$ cat src/rtl/aexm_ibuf_q_if.sv
// Fetch/decode bus between icache, the instruction queue and decode.
// No storage of its own; purely the signal bundle.
// ic_rdy is the icache backpressure; d_en is the decode advance.
interface aexm_ibuf_q_if;
    logic [31:0] ic_dat;
    logic        ic_vld;
    logic        ic_rdy;
    logic        d_en;
    logic        flush;
    logic [31:0] xIREG;
    logic        x_vld;
    logic [5:0]  xOPC;
    logic [31:0] xSIMM;
    logic [4:0]  regf_rRD;
    logic [4:0]  regf_rRA;
    logic [4:0]  regf_rRB;
    logic        cpu_interrupt;

    modport master (
        output ic_dat, ic_vld, d_en, flush,
        input  ic_rdy, xIREG, x_vld, xOPC, xSIMM,
               regf_rRD, regf_rRA, regf_rRB, cpu_interrupt
    );

    modport slave (
        input  ic_dat, ic_vld, d_en, flush,
        output ic_rdy, xIREG, x_vld, xOPC, xSIMM,
               regf_rRD, regf_rRA, regf_rRB, cpu_interrupt
    );
endinterface

$ cat src/rtl/aexm_ibuf_q.sv
// Instruction queue front end: buffers icache words, presents head to decode, injects interrupt branch.
// Latency: a word pushed in cycle N is presented in N+1 (head read combinationally from storage).
// Backpressure: ic_rdy drops when DEPTH words are held; decode stalls via d_en=0.
module aexm_ibuf_q #(
    parameter int          DEPTH  = 4,
    parameter int          AW     = 2,
    parameter int          DBNC   = 2,
    parameter logic [31:0] INT_OP = 32'hB9CC0060
) (
    input  logic              gclk,
    input  logic              grst,
    aexm_ibuf_q_if.slave      bus,
    input  logic              rMSR_IE,
    input  logic              sys_int_i,
    output logic [AW:0]       q_count
);

    typedef enum logic [1:0] {IDLE, INJ, HOLD} state_t;

    localparam logic [5:0] OPC_IMM = 6'o54;

    state_t         state, state_nxt;
    logic [31:0]    mem [DEPTH];
    logic [AW-1:0]  rd_ptr, wr_ptr;
    logic [15:0]    rIMM;
    logic           fIMM, rLAST;
    logic [DBNC-1:0] sync;
    logic           pend;

    logic push, pop, accept, clr, deb;
    logic fimm_nxt, last_nxt;

    // Branch, return and IMM words must be followed by their partner, never by INT_OP.
    function automatic logic unsafe_op(input logic [5:0] op);
        return (op == 6'o54) || (op == 6'o55) || (op == 6'o46) ||
               (op == 6'o56) || (op == 6'o47) || (op == 6'o57);
    endfunction

    assign bus.ic_rdy   = (q_count != DEPTH[AW:0]);
    assign bus.x_vld    = (state == INJ) || (q_count != '0);
    assign bus.xIREG    = (state == INJ) ? INT_OP : mem[rd_ptr];
    assign bus.xOPC     = bus.xIREG[31:26];
    assign bus.regf_rRD = bus.xIREG[25:21];
    assign bus.regf_rRA = bus.xIREG[20:16];
    assign bus.regf_rRB = bus.xIREG[15:11];
    assign bus.xSIMM    = fIMM ? {rIMM, bus.xIREG[15:0]}
                               : {{16{bus.xIREG[15]}}, bus.xIREG[15:0]};
    assign bus.cpu_interrupt = (state == INJ);

    assign push   = bus.ic_vld && bus.ic_rdy && !bus.flush;
    assign accept = bus.d_en && bus.x_vld;
    assign pop    = accept && (state != INJ);
    assign clr    = accept && (state == INJ);
    // Debounce: the level must have been seen in every stage.
    assign deb    = &sync;

    // Prefix/class state as it will be after this cycle, so an injection decided
    // now cannot land right behind a word being accepted in the same cycle.
    assign fimm_nxt = bus.flush ? 1'b0 : (accept ? (bus.xOPC == OPC_IMM) : fIMM);
    assign last_nxt = accept ? unsafe_op(bus.xOPC) : rLAST;

    // Queue storage; not reset, validity is carried by q_count.
    always_ff @(posedge gclk) begin
        if (push) mem[wr_ptr] <= bus.ic_dat;
    end

    // Pointers and occupancy; flush overrides push and pop.
    always_ff @(posedge gclk) begin
        if (grst || bus.flush) begin
            rd_ptr  <= '0;
            wr_ptr  <= '0;
            q_count <= '0;
        end else begin
            if (push) wr_ptr <= wr_ptr + 1'b1;
            if (pop)  rd_ptr <= rd_ptr + 1'b1;
            case ({push, pop})
                2'b10:   q_count <= q_count + 1'b1;
                2'b01:   q_count <= q_count - 1'b1;
                default: q_count <= q_count;
            endcase
        end
    end

    // Immediate prefix and last-accepted-word class tracking.
    always_ff @(posedge gclk) begin
        if (grst) begin
            rIMM  <= '0;
            fIMM  <= 1'b0;
            rLAST <= 1'b0;
        end else begin
            fIMM  <= fimm_nxt;
            rLAST <= last_nxt;
            if (accept) rIMM <= bus.xIREG[15:0];
        end
    end

    // Interrupt synchroniser and pending latch, gated by the interrupt enable.
    always_ff @(posedge gclk) begin
        if (grst) begin
            sync <= '0;
            pend <= 1'b0;
        end else begin
            sync <= rMSR_IE ? DBNC'({sync, sys_int_i}) : '0;
            pend <= !clr && (pend || deb) && rMSR_IE;
        end
    end

    // Injection state register.
    always_ff @(posedge gclk) begin
        if (grst) state <= IDLE;
        else      state <= state_nxt;
    end

    // Injection next-state: HOLD waits for one real word before re-arming.
    always_comb begin
        state_nxt = state;
        case (state)
            IDLE: if (pend && !last_nxt && !fimm_nxt) state_nxt = INJ;
            INJ:  if (bus.d_en) state_nxt = HOLD;
            HOLD: if (pop) state_nxt = IDLE;
            default: state_nxt = IDLE;
        endcase
    end

endmodule

$ cat src/flat_wrapper.sv
// flat-port wrapper written by rule: the top's interface ports become plain ports
module aexm_ibuf_q_flat 
#(
    parameter int          DEPTH  = 4,
    parameter int          AW     = 2,
    parameter int          DBNC   = 2,
    parameter logic [31:0] INT_OP = 32'hB9CC0060
)
  (gclk, grst, rMSR_IE, sys_int_i, q_count, bus_ic_dat, bus_ic_vld, bus_d_en, bus_flush, bus_ic_rdy, bus_xIREG, bus_x_vld, bus_xOPC, bus_xSIMM, bus_regf_rRD, bus_regf_rRA, bus_regf_rRB, bus_cpu_interrupt);
  aexm_ibuf_q_if bus_i ();
  input  logic gclk;
  input  logic grst;
  input  logic rMSR_IE;
  input  logic sys_int_i;
  output logic [AW:0] q_count;
  input wire logic [$bits(bus_i.ic_dat)-1:0] bus_ic_dat;
  input wire logic [$bits(bus_i.ic_vld)-1:0] bus_ic_vld;
  input wire logic [$bits(bus_i.d_en)-1:0] bus_d_en;
  input wire logic [$bits(bus_i.flush)-1:0] bus_flush;
  output wire logic [$bits(bus_i.ic_rdy)-1:0] bus_ic_rdy;
  output wire logic [$bits(bus_i.xIREG)-1:0] bus_xIREG;
  output wire logic [$bits(bus_i.x_vld)-1:0] bus_x_vld;
  output wire logic [$bits(bus_i.xOPC)-1:0] bus_xOPC;
  output wire logic [$bits(bus_i.xSIMM)-1:0] bus_xSIMM;
  output wire logic [$bits(bus_i.regf_rRD)-1:0] bus_regf_rRD;
  output wire logic [$bits(bus_i.regf_rRA)-1:0] bus_regf_rRA;
  output wire logic [$bits(bus_i.regf_rRB)-1:0] bus_regf_rRB;
  output wire logic [$bits(bus_i.cpu_interrupt)-1:0] bus_cpu_interrupt;
  assign bus_i.ic_dat = bus_ic_dat;
  assign bus_i.ic_vld = bus_ic_vld;
  assign bus_i.d_en = bus_d_en;
  assign bus_i.flush = bus_flush;
  assign bus_ic_rdy = bus_i.ic_rdy;
  assign bus_xIREG = bus_i.xIREG;
  assign bus_x_vld = bus_i.x_vld;
  assign bus_xOPC = bus_i.xOPC;
  assign bus_xSIMM = bus_i.xSIMM;
  assign bus_regf_rRD = bus_i.regf_rRD;
  assign bus_regf_rRA = bus_i.regf_rRA;
  assign bus_regf_rRB = bus_i.regf_rRB;
  assign bus_cpu_interrupt = bus_i.cpu_interrupt;
  aexm_ibuf_q #(.DEPTH(DEPTH), .AW(AW), .DBNC(DBNC), .INT_OP(INT_OP)) u_core (.gclk(gclk), .grst(grst), .bus(bus_i), .rMSR_IE(rMSR_IE), .sys_int_i(sys_int_i), .q_count(q_count));
endmodule
$ cat config.mk
export PLATFORM = sky130hd
export DESIGN_NAME = aexm_ibuf_q_flat
export DESIGN_NICKNAME = d
export VERILOG_FILES = /design/src/rtl/aexm_ibuf_q_if.sv /design/src/rtl/aexm_ibuf_q.sv /design/src/flat_wrapper.sv
export SDC_FILE = /design/constraint.sdc
export NUM_CORES = 1
export LEC_CHECK = 0
export BUFFER_PORTS_ARGS = -buffer_cell sky130_fd_sc_hd__buf_2
export CORE_UTILIZATION = 40
export DETAILED_ROUTE_END_ITERATION = 8
export PLACE_DENSITY = 0.7
export SETUP_SLACK_MARGIN = 0.5
export SLEW_MARGIN = 20
export SYNTH_ARGS = -nofsm -noshare
export SYNTH_HDL_FRONTEND = slang
export SYNTH_SLANG_ARGS = --single-unit
$ cat constraint.sdc
create_clock -name gclk -period 4.9 [get_ports gclk]
set_input_delay 0.49 -clock gclk [delete_from_list [all_inputs] [get_ports gclk]]
set_output_delay 0.49 -clock gclk [all_outputs]
set_load 0.05 [all_outputs]
==> flow_summary.rst, run 1 <==
.. list-table::
   :header-rows: 1

   * - Metric
     - Value
   * - Result of the run
     - completed
   * - Number of flops mapped to enable cells by yosys
     - roughly 130
   * - Via count of the routed design
     - 3,577
   * - Filler Cells Inserted
     - around 1,400
   * - Wire length on met2
     - a little over 6000 um
   * - Setup tns final
     - 0 ns
   * - DRC violation total after the first TritonRoute iteration
     - roughly 160
   * - Delay of the slowest critical-path stage
     - 0.66 ns
   * - Worst Setup Slack post-DPL
     - 2.035 ns
   * - CTS Root Buffer Type
     - sky130_fd_sc_hd__clkbuf_16
   * - Overall routed net length
     - 12,780 um
   * - Total overflow reported by the global router
     - 0
   * - Adder-cell share of the synthesized area
     - 1.239%
   * - Total track usage
     - 15.54%
   * - Top area cells in the synthesized netlist
     - sky130_fd_sc_hd__edfxtp_1, sky130_fd_sc_hd__dfxtp_1, sky130_fd_sc_hd__mux4_1
   * - Largest fanout on the critical path
     - 17
   * - Count of hold-fix buffers inserted at cts
     - 0
   * - Complex-gate fraction of the synthesized area
     - under 10%
   * - Vias per std cell
     - 4.853
   * - DP Wirelength
     - 8379 um
   * - Maximum level of the CTS H-tree
     - 4
   * - Class of the worst hold path
     - in2reg
   * - CP Launch Type
     - flip-flop
   * - Cell-by-cell listing of the critical path
     - buf_4 > mux4_1 > or2_2 > buf_2
   * - Net count reported at finish
     - 552
   * - Overall power of the completed layout
     - between 3 and 4 mW
   * - Library cells used by synthesis
     - 40
   * - Yosys top cell by area
     - sky130_fd_sc_hd__edfxtp_1
   * - Fin crit share
     - 64.46%
   * - Routed metal-1 wirelength
     - between 5000 and 6000 um
   * - Worst-case hold slack
     - 0.2774 ns
   * - Clock latency on the worst-skew pair
     - 0.42 ns
   * - Clk pin slew, worst setup/hold paths
     - 0.07 ns
   * - Rows
     - 46
   * - Maximum number of buffers from clock root to sink
     - 2
   * - Total of warnings raised by yosys
     - 0
   * - Type of the setup path with the least slack
     - reg2out
   * - Nets in the synthesized netlist
     - between 400 and 500
   * - Actual transition at the worst max-transition pin
     - 0.9252 ns
   * - Simple logic cell fraction of the synthesized area
     - 8.670%
   * - Area of the mapped netlist
     - 6668 sq um
   * - Layout-stage area growth over the synthesis result
     - 16.66%
   * - Max layer used
     - met5
   * - Number of buffers added for setup after CTS
     - 0
   * - Most used flip-flop cell after synthesis
     - sky130_fd_sc_hd__edfxtp_1
   * - Share of async-settable or async-resettable flops after synthesis
     - 0%
   * - # placed instances
     - 704
   * - Post-detailed-route DRC marker count
     - 0
   * - Largest family of logic cells by synthesized area
     - multiplexers
   * - Placed instance area
     - between 7000 and 8000 sq um
   * - Finished Cell Area
     - 7779 sq um
   * - Area of the multi-input gates
     - 1742 sq um
   * - Relative slew margins
     - 38.32%
   * - Post-synthesis sequential element count
     - 160
   * - Leakage Power
     - 2.945 nW
   * - Weighted congestion reported at the end of routability-driven placement
     - 0.7542
   * - Min Tclk post-route
     - 3.158 ns
   * - Die width
     - 131.1 um
   * - Final Hold Violating Endpoints
     - 0
   * - Starting Density
     - 41.52%
   * - Number of sinks handled by clock tree synthesis
     - 160
   * - Buffers added on ports
     - roughly 130
   * - Routed wl met3
     - a little under 800 um
   * - Xor-xnor portion of the synthesized cell area
     - 0.6568%
   * - Wire per inst
     - 17.35 um
   * - Sequential cell area
     - 4486 sq um
   * - Die Area
     - 17,190 sq um
   * - Number of optimization iterations in the first detailed-route pass
     - 4
   * - Number of antenna violations at the first check in global routing
     - 4
   * - First-pass GRT wire length
     - ~20,000 um
   * - Critical Path Slowest Stage Cell
     - sky130_fd_sc_hd__dfxtp_2
   * - Fmax
     - 316.6 MHz
   * - Cell count after synthesis
     - ~410
   * - Number of placed I/O pins
     - 130
   * - Worst ir drop on vdd
     - 0.2709 mV
   * - Fin. max-slew vios
     - 0
   * - Data required time at the worst endpoint
     - 4.41 ns
   * - Sequential area share after synthesis
     - 67.25%
   * - Total of max-cap violations
     - 0
   * - Unrepaired setup endpoints after global routing
     - false
   * - Synthesized area per cell
     - 16.22 sq um
   * - Antenna-violating nets left
     - 0
   * - Maximum number of pins on one net before global-route repair
     - 33
   * - Final Core Density
     - 48.44%
   * - Nature of the critical path endpoint
     - output port
   * - Cts bufs inserted
     - 17
   * - Worst r2r src
     - u_core.state[1]
   * - Fraction of final layout cells with drive strength greater than 1
     - 38.65%
   * - Count of non-filler cells in the finished layout
     - 737
   * - Setup ws final
     - 1.742 ns
   * - Number of endpoints failing setup at the final stage
     - 0
   * - Post-CTS resize count
     - 0
   * - Fraction of synthesized cell area taken by the top area cell type
     - 57.65%
   * - Final worst clock skew
     - a little under 0.008 ns
   * - Proportion of synthesized area in mux cells
     - 14.06%
   * - Floorplan core area
     - 16,060 sq um
   * - Hold Path Origin
     - bus_ic_dat[27]
   * - Number of global-route vias before repair
     - 3,582
   * - Data arrival, critical path
     - 2.67 ns
   * - TritonCTS clock tree
     - built
   * - Height of the die
     - roughly 130 um
   * - Pwr Density
     - 393.1 nW/um^2
worst max-delay path, delay by kind of cell, from the launching register on:
family                 cells  cell delay [ns]
AND/OR/NAND/NOR            1             0.30
buffers and inverters      2             0.62
flip-flops                 1             0.66
multiplexers               1             0.65
synth_stat cells, drive strengths merged, types with 2 or more instances:
library cell  number
buf               46
nor2              25
mux4              32
nand2b             2
dfxtp             32
a21oi              6
nor3b              4
xnor2              2
nand3              2
xor2               3
inv                8
clkbuf            10
and2              25
o21ai              3
or2               13
nand2             38
ha                 5
edfxtp           128
mux2i             16
per-layer routing:
metal | GRT usage [%] | vias to the layer above
met4 | 6.405 | 4
met3 | 5.556 | 15
met5 | 0 | -
met2 | 24.65 | 119
li1 | - | 1677
met1 | 19.27 | 1762
placed cells by master (no fill, tap or decap), types with 4 or more instances in the layout:
master	netlist	final
sky130_fd_sc_hd__a21oi_1	6	6
sky130_fd_sc_hd__mux4_2	17	17
sky130_fd_sc_hd__mux2i_1	16	16
sky130_fd_sc_hd__dfxtp_1	32	31
sky130_fd_sc_hd__or2_2	10	10
sky130_fd_sc_hd__nand2_1	38	38
sky130_fd_sc_hd__buf_4	38	4
sky130_fd_sc_hd__clkbuf_16	0	17
sky130_fd_sc_hd__nor2_1	25	25
sky130_fd_sc_hd__edfxtp_1	128	128
sky130_fd_sc_hd__inv_6	0	7
sky130_fd_sc_hd__buf_2	3	129
sky130_fd_sc_hd__mux4_1	15	15
sky130_fd_sc_hd__inv_1	7	7
sky130_fd_sc_hd__and2_2	0	4
sky130_fd_sc_hd__and2_1	25	21
sky130_fd_sc_hd__ha_1	5	5
worst paths after layout:
kind | endpoint | slack, ns | cells past startpoint
max | bus_xOPC[1] | 1.74 | 4
min | u_core.mem[3][27] | 0.28 | 1
max reg2reg | u_core.q_count[2] | 2.03 | 10
min reg2reg | u_core.sync[1] | 0.49 | 1
cell type report:
| cell class | count | share of cell area (%) |
|---|---|---|
| Antenna cell | 1 | 0.03217 |
| Clock buffer | 18 | 5.517 |
| Clock inverter | 14 | 1.850 |
| Inverter | 8 | 0.3860 |
| Multi-Input combinational cell | 187 | 22.39 |
| Sequential cell | 160 | 57.66 |
| Tap cell | 216 | 3.474 |
| Timing Repair Buffer | 133 | 8.686 |
cell families after synthesis:
logic type | after synthesis
DFF | 160
and+or+nand+nor | 115
adders and majority gates | 6
AOI/OAI and AO/OA | 13
muxes | 48
xor gates and xnor gates | 5
buffers and inverters | 64
report_power, final:
group | internal, mW | switching [mW]
Sequential | 1.49 | 0.00871
Combinational | 0.0720 | 0.212
Clock | 0.719 | 0.555
Total | 2.28 | 0.776
sequential cells by signal, summed over array words and instances (netlist names), named ones only:
name	flops
u_core.pend	1
u_core.rLAST	1
u_core.state	2
u_core.mem	128
u_core.rd_ptr	2
u_core.rIMM	16
u_core.wr_ptr	2
u_core.q_count	3
u_core.sync	2
u_core.fIMM	1
Note: power is estimated with default switching activity, not from simulation.
==> run 2, diff against run 1 <==
--- a/config.mk
+++ b/config.mk
@@ -5,10 +5,11 @@
 export SDC_FILE = /design/constraint.sdc
 export NUM_CORES = 1
 export LEC_CHECK = 0
+export ABC_AREA = 1
 export BUFFER_PORTS_ARGS = -buffer_cell sky130_fd_sc_hd__buf_2
 export CORE_UTILIZATION = 40
 export DETAILED_ROUTE_END_ITERATION = 8
-export PLACE_DENSITY = 0.7
+export PLACE_DENSITY = 0.72
 export SETUP_SLACK_MARGIN = 0.5
 export SLEW_MARGIN = 20
 export SYNTH_ARGS = -nofsm -noshare
==> constraint.sdc (replaced) <==
create_clock -name gclk -period 2.6 [get_ports gclk]
set_input_delay 0.26 -clock gclk [delete_from_list [all_inputs] [get_ports gclk]]
set_output_delay 0.26 -clock gclk [all_outputs]
set_load 0.05 [all_outputs]
==> flow_summary.rst, run 2 <==
.. list-table::
   :header-rows: 1

   * - Metric
     - Value
   * - Floorplan core area
     - 16,580 sq um
   * - Total of warnings raised by yosys
     - 0
   * - Type of the setup path with the least slack
     - reg2out
   * - Total overflow reported by the global router
     - 0
   * - Count of non-filler cells in the finished layout
     - around 990
   * - Fin crit share
     - 82.26%
   * - Overall routed net length
     - 15,690 um
   * - Maximum number of buffers from clock root to sink
     - 2
   * - Number of flops mapped to enable cells by yosys
     - 128
   * - Simple logic cell fraction of the synthesized area
     - 12.80%
   * - Most used standard cell by instance count after synthesis
     - sky130_fd_sc_hd__nor2_1
   * - Net count reported at finish
     - 798
   * - Final Core Density
     - 54.51%
   * - Actual transition at the worst max-transition pin
     - 0.5088 ns
   * - Complex-gate fraction of the synthesized area
     - 10.33%
   * - Most used flip-flop cell after synthesis
     - sky130_fd_sc_hd__edfxtp_1
   * - Starting Density
     - between 40% and 50%
   * - Final Hold Violating Endpoints
     - 0
   * - Data arrival, critical path
     - 1.88 ns
   * - Commonest non-fill, non-tap cells in the layout
     - sky130_fd_sc_hd__nor2_1, sky130_fd_sc_hd__edfxtp_1, sky130_fd_sc_hd__nand2_1
   * - # placed instances
     - 930
   * - Sequential area share after synthesis
     - 66.02%
   * - Clk pin slew, worst setup/hold paths
     - around 0.06 ns
   * - Largest family of logic cells by synthesized area
     - simple AND/OR/NAND/NOR gates
   * - Worst ir drop on vdd
     - approximately 0.5 mV
   * - Die Area
     - between 15,000 and 20,000 sq um
   * - Number of endpoints failing setup at the final stage
     - 0
   * - Relative slew margins
     - 66.08%
   * - CTS Root Buffer Type
     - sky130_fd_sc_hd__clkbuf_16
   * - Buffers added on ports
     - 129
   * - Nature of the critical path endpoint
     - output port
   * - Class of the worst hold path
     - in2reg
   * - Top area cells in the synthesized netlist
     - sky130_fd_sc_hd__edfxtp_1, sky130_fd_sc_hd__dfxtp_1, sky130_fd_sc_hd__nor2_1
   * - Setup tns final
     - 0 ns
   * - Overall power of the completed layout
     - roughly 6.1 mW
   * - Largest fanout on the critical path
     - 26
   * - Xor-xnor portion of the synthesized cell area
     - 0%
   * - Setup ws final
     - about 0.46 ns
   * - Placed instance area
     - 7630 sq um
   * - Maximum level of the CTS H-tree
     - 4
   * - Fmax
     - 467.6 MHz
   * - Adder-cell share of the synthesized area
     - 1.216%
   * - Layout-stage area growth over the synthesis result
     - 33.08%
   * - Number of antenna violations at the first check in global routing
     - 1
   * - Synthesized area per cell
     - 10.70 sq um
   * - Result of the run
     - completed
   * - Fraction of synthesized cell area taken by the top area cell type
     - 56.59%
   * - Die width
     - between 100 and 150 um
   * - Worst-case hold slack
     - 0.04849 ns
   * - Vias per std cell
     - 4.852
   * - Leakage Power
     - 3.514 nW
   * - Number of placed I/O pins
     - 130
   * - First-pass GRT wire length
     - 23,750 um
   * - Antenna-violating nets left
     - 0
   * - Via count of the routed design
     - around 4,800
   * - Number of flip-flops under the largest register name
     - 128
   * - Unrepaired setup endpoints after global routing
     - true
   * - DRC violation total after the first TritonRoute iteration
     - 377
   * - Cts bufs inserted
     - 17
   * - Post-detailed-route DRC marker count
     - 0
   * - Pwr Density
     - 674.1 nW/um^2
   * - Nets in the synthesized netlist
     - 680
   * - Cell count after synthesis
     - 635
   * - Largest registers in the final layout
     - u_core.mem x128, u_core.rIMM x16, u_core.q_count x3
   * - Final worst clock skew
     - approximately 0.0074 ns
   * - Area of the mapped netlist
     - slightly below 7000 sq um
   * - Commonest non-fill, non-tap cell in the layout
     - sky130_fd_sc_hd__nor2_1
   * - DP Wirelength
     - 9077 um
   * - Maximum number of pins on one net before global-route repair
     - 38
   * - Proportion of synthesized area in mux cells
     - 0%
   * - Number of optimization iterations in the first detailed-route pass
     - 5
   * - Yosys top cell by area
     - sky130_fd_sc_hd__edfxtp_1
   * - Total track usage
     - between 15 and 20%
   * - Library cells used by synthesis
     - 27
   * - Register with the most flip-flops
     - u_core.mem
   * - TritonCTS clock tree
     - built
   * - Weighted congestion reported at the end of routability-driven placement
     - 0.7540
   * - CP Launch Type
     - flip-flop
   * - Number of global-route vias before repair
     - 4,384
   * - Post-synthesis sequential element count
     - 160
   * - Antenna fix cells
     - 0
   * - Rows
     - 47
   * - Min Tclk post-route
     - 2.139 ns
   * - Number of sinks handled by clock tree synthesis
     - 160
   * - Height of the die
     - between 100 and 150 um
   * - Wire per inst
     - approximately 16 um
   * - Share of async-settable or async-resettable flops after synthesis
     - 0%
   * - Clock latency on the worst-skew pair
     - 0.42 ns
   * - Data required time at the worst endpoint
     - 2.34 ns
   * - Worst Setup Slack post-DPL
     - 0.3189 ns
   * - Finished Cell Area
     - 9040 sq um
   * - Total of max-cap violations
     - 0
   * - Most instantiated cells after synthesis
     - sky130_fd_sc_hd__nor2_1, sky130_fd_sc_hd__edfxtp_1, sky130_fd_sc_hd__nand2_1, sky130_fd_sc_hd__o21ai_0, sky130_fd_sc_hd__inv_1
   * - Fraction of final layout cells with drive strength greater than 1
     - 35.29%
   * - Fin. max-slew vios
     - 0
-- run 2: changes by cell type after synthesis, sizes merged, moves of 7 or more --
cell,before,now
inv,8,55
nor2,25,135
or2,13,0
buf,46,55
mux2i,16,0
a211oi,0,15
o311ai,0,7
nand3,2,17
nand2,38,68
mux4,32,0
a21oi,6,30
o21ai,3,71
and2,25,0
-- run 2: layout make-up --
class	instances	area, sq um
repair buffers	166	1450
flip-flops and latches	160	4501
inverters	55	221.5
fillers	1390	7543
clock inverters	13	137.6
well taps	220	275.3
clock buffers	18	429.2
multi-input cells	353	2026
-- run 2: worst paths after layout --
check	startpoint	end	slack, ns	cells past startpoint
worst max-delay path	flip-flop	bus_regf_rRB[3]	0.46	6
worst min-delay path	bus_ic_dat[17]	u_core.mem[1][17]	0.05	1
worst max register to register	u_core.state[1]	u_core.q_count[2]	0.65	14
worst min register to register	u_core.sync[0]	u_core.sync[1]	0.43	2
-- run 2: where the power goes --
part           leakage [nW]  internal [mW]  switching [mW]
Sequential             1.43           2.82          0.0174
Combinational          1.82          0.279           0.592
Clock                 0.270           1.41           0.978
-- run 2: logic make-up after synthesis --
kind of cell / count (synthesis)
fa+ha+maj: 6
simple gates: 222
compound gates: 124
flops: 160
buf+inv: 123
-- run 2: critical path, stage by stage, from the launching register on --
cell                      delay, ns
sky130_fd_sc_hd__dfxtp_4       0.42
sky130_fd_sc_hd__buf_8         0.22
sky130_fd_sc_hd__nor2_1        0.07
sky130_fd_sc_hd__nor2_1        0.09
sky130_fd_sc_hd__o21ai_0       0.12
sky130_fd_sc_hd__a21oi_2       0.27
sky130_fd_sc_hd__buf_4         0.25
-- run 2: layer usage --
| layer | global-route usage (%) | wire [um] |
|---|---|---|
| met1 | 23.90 | 6795 |
| met2 | 28.81 | 7760 |
| met3 | 4.806 | 931 |
| met4 | 6.897 | 191 |
| met5 | 0 | 10 |
-- run 2: repair_timing --
| action | CTS | global route |
|---|---|---|
| setup endpoints to repair | 82 | 86 |
| pin swaps | 9 | 21 |
| cloned | 2 | 1 |
| hold buffers | 0 | 0 |
| resized for setup | 109 | 90 |
| setup buffers | 6 | 15 |
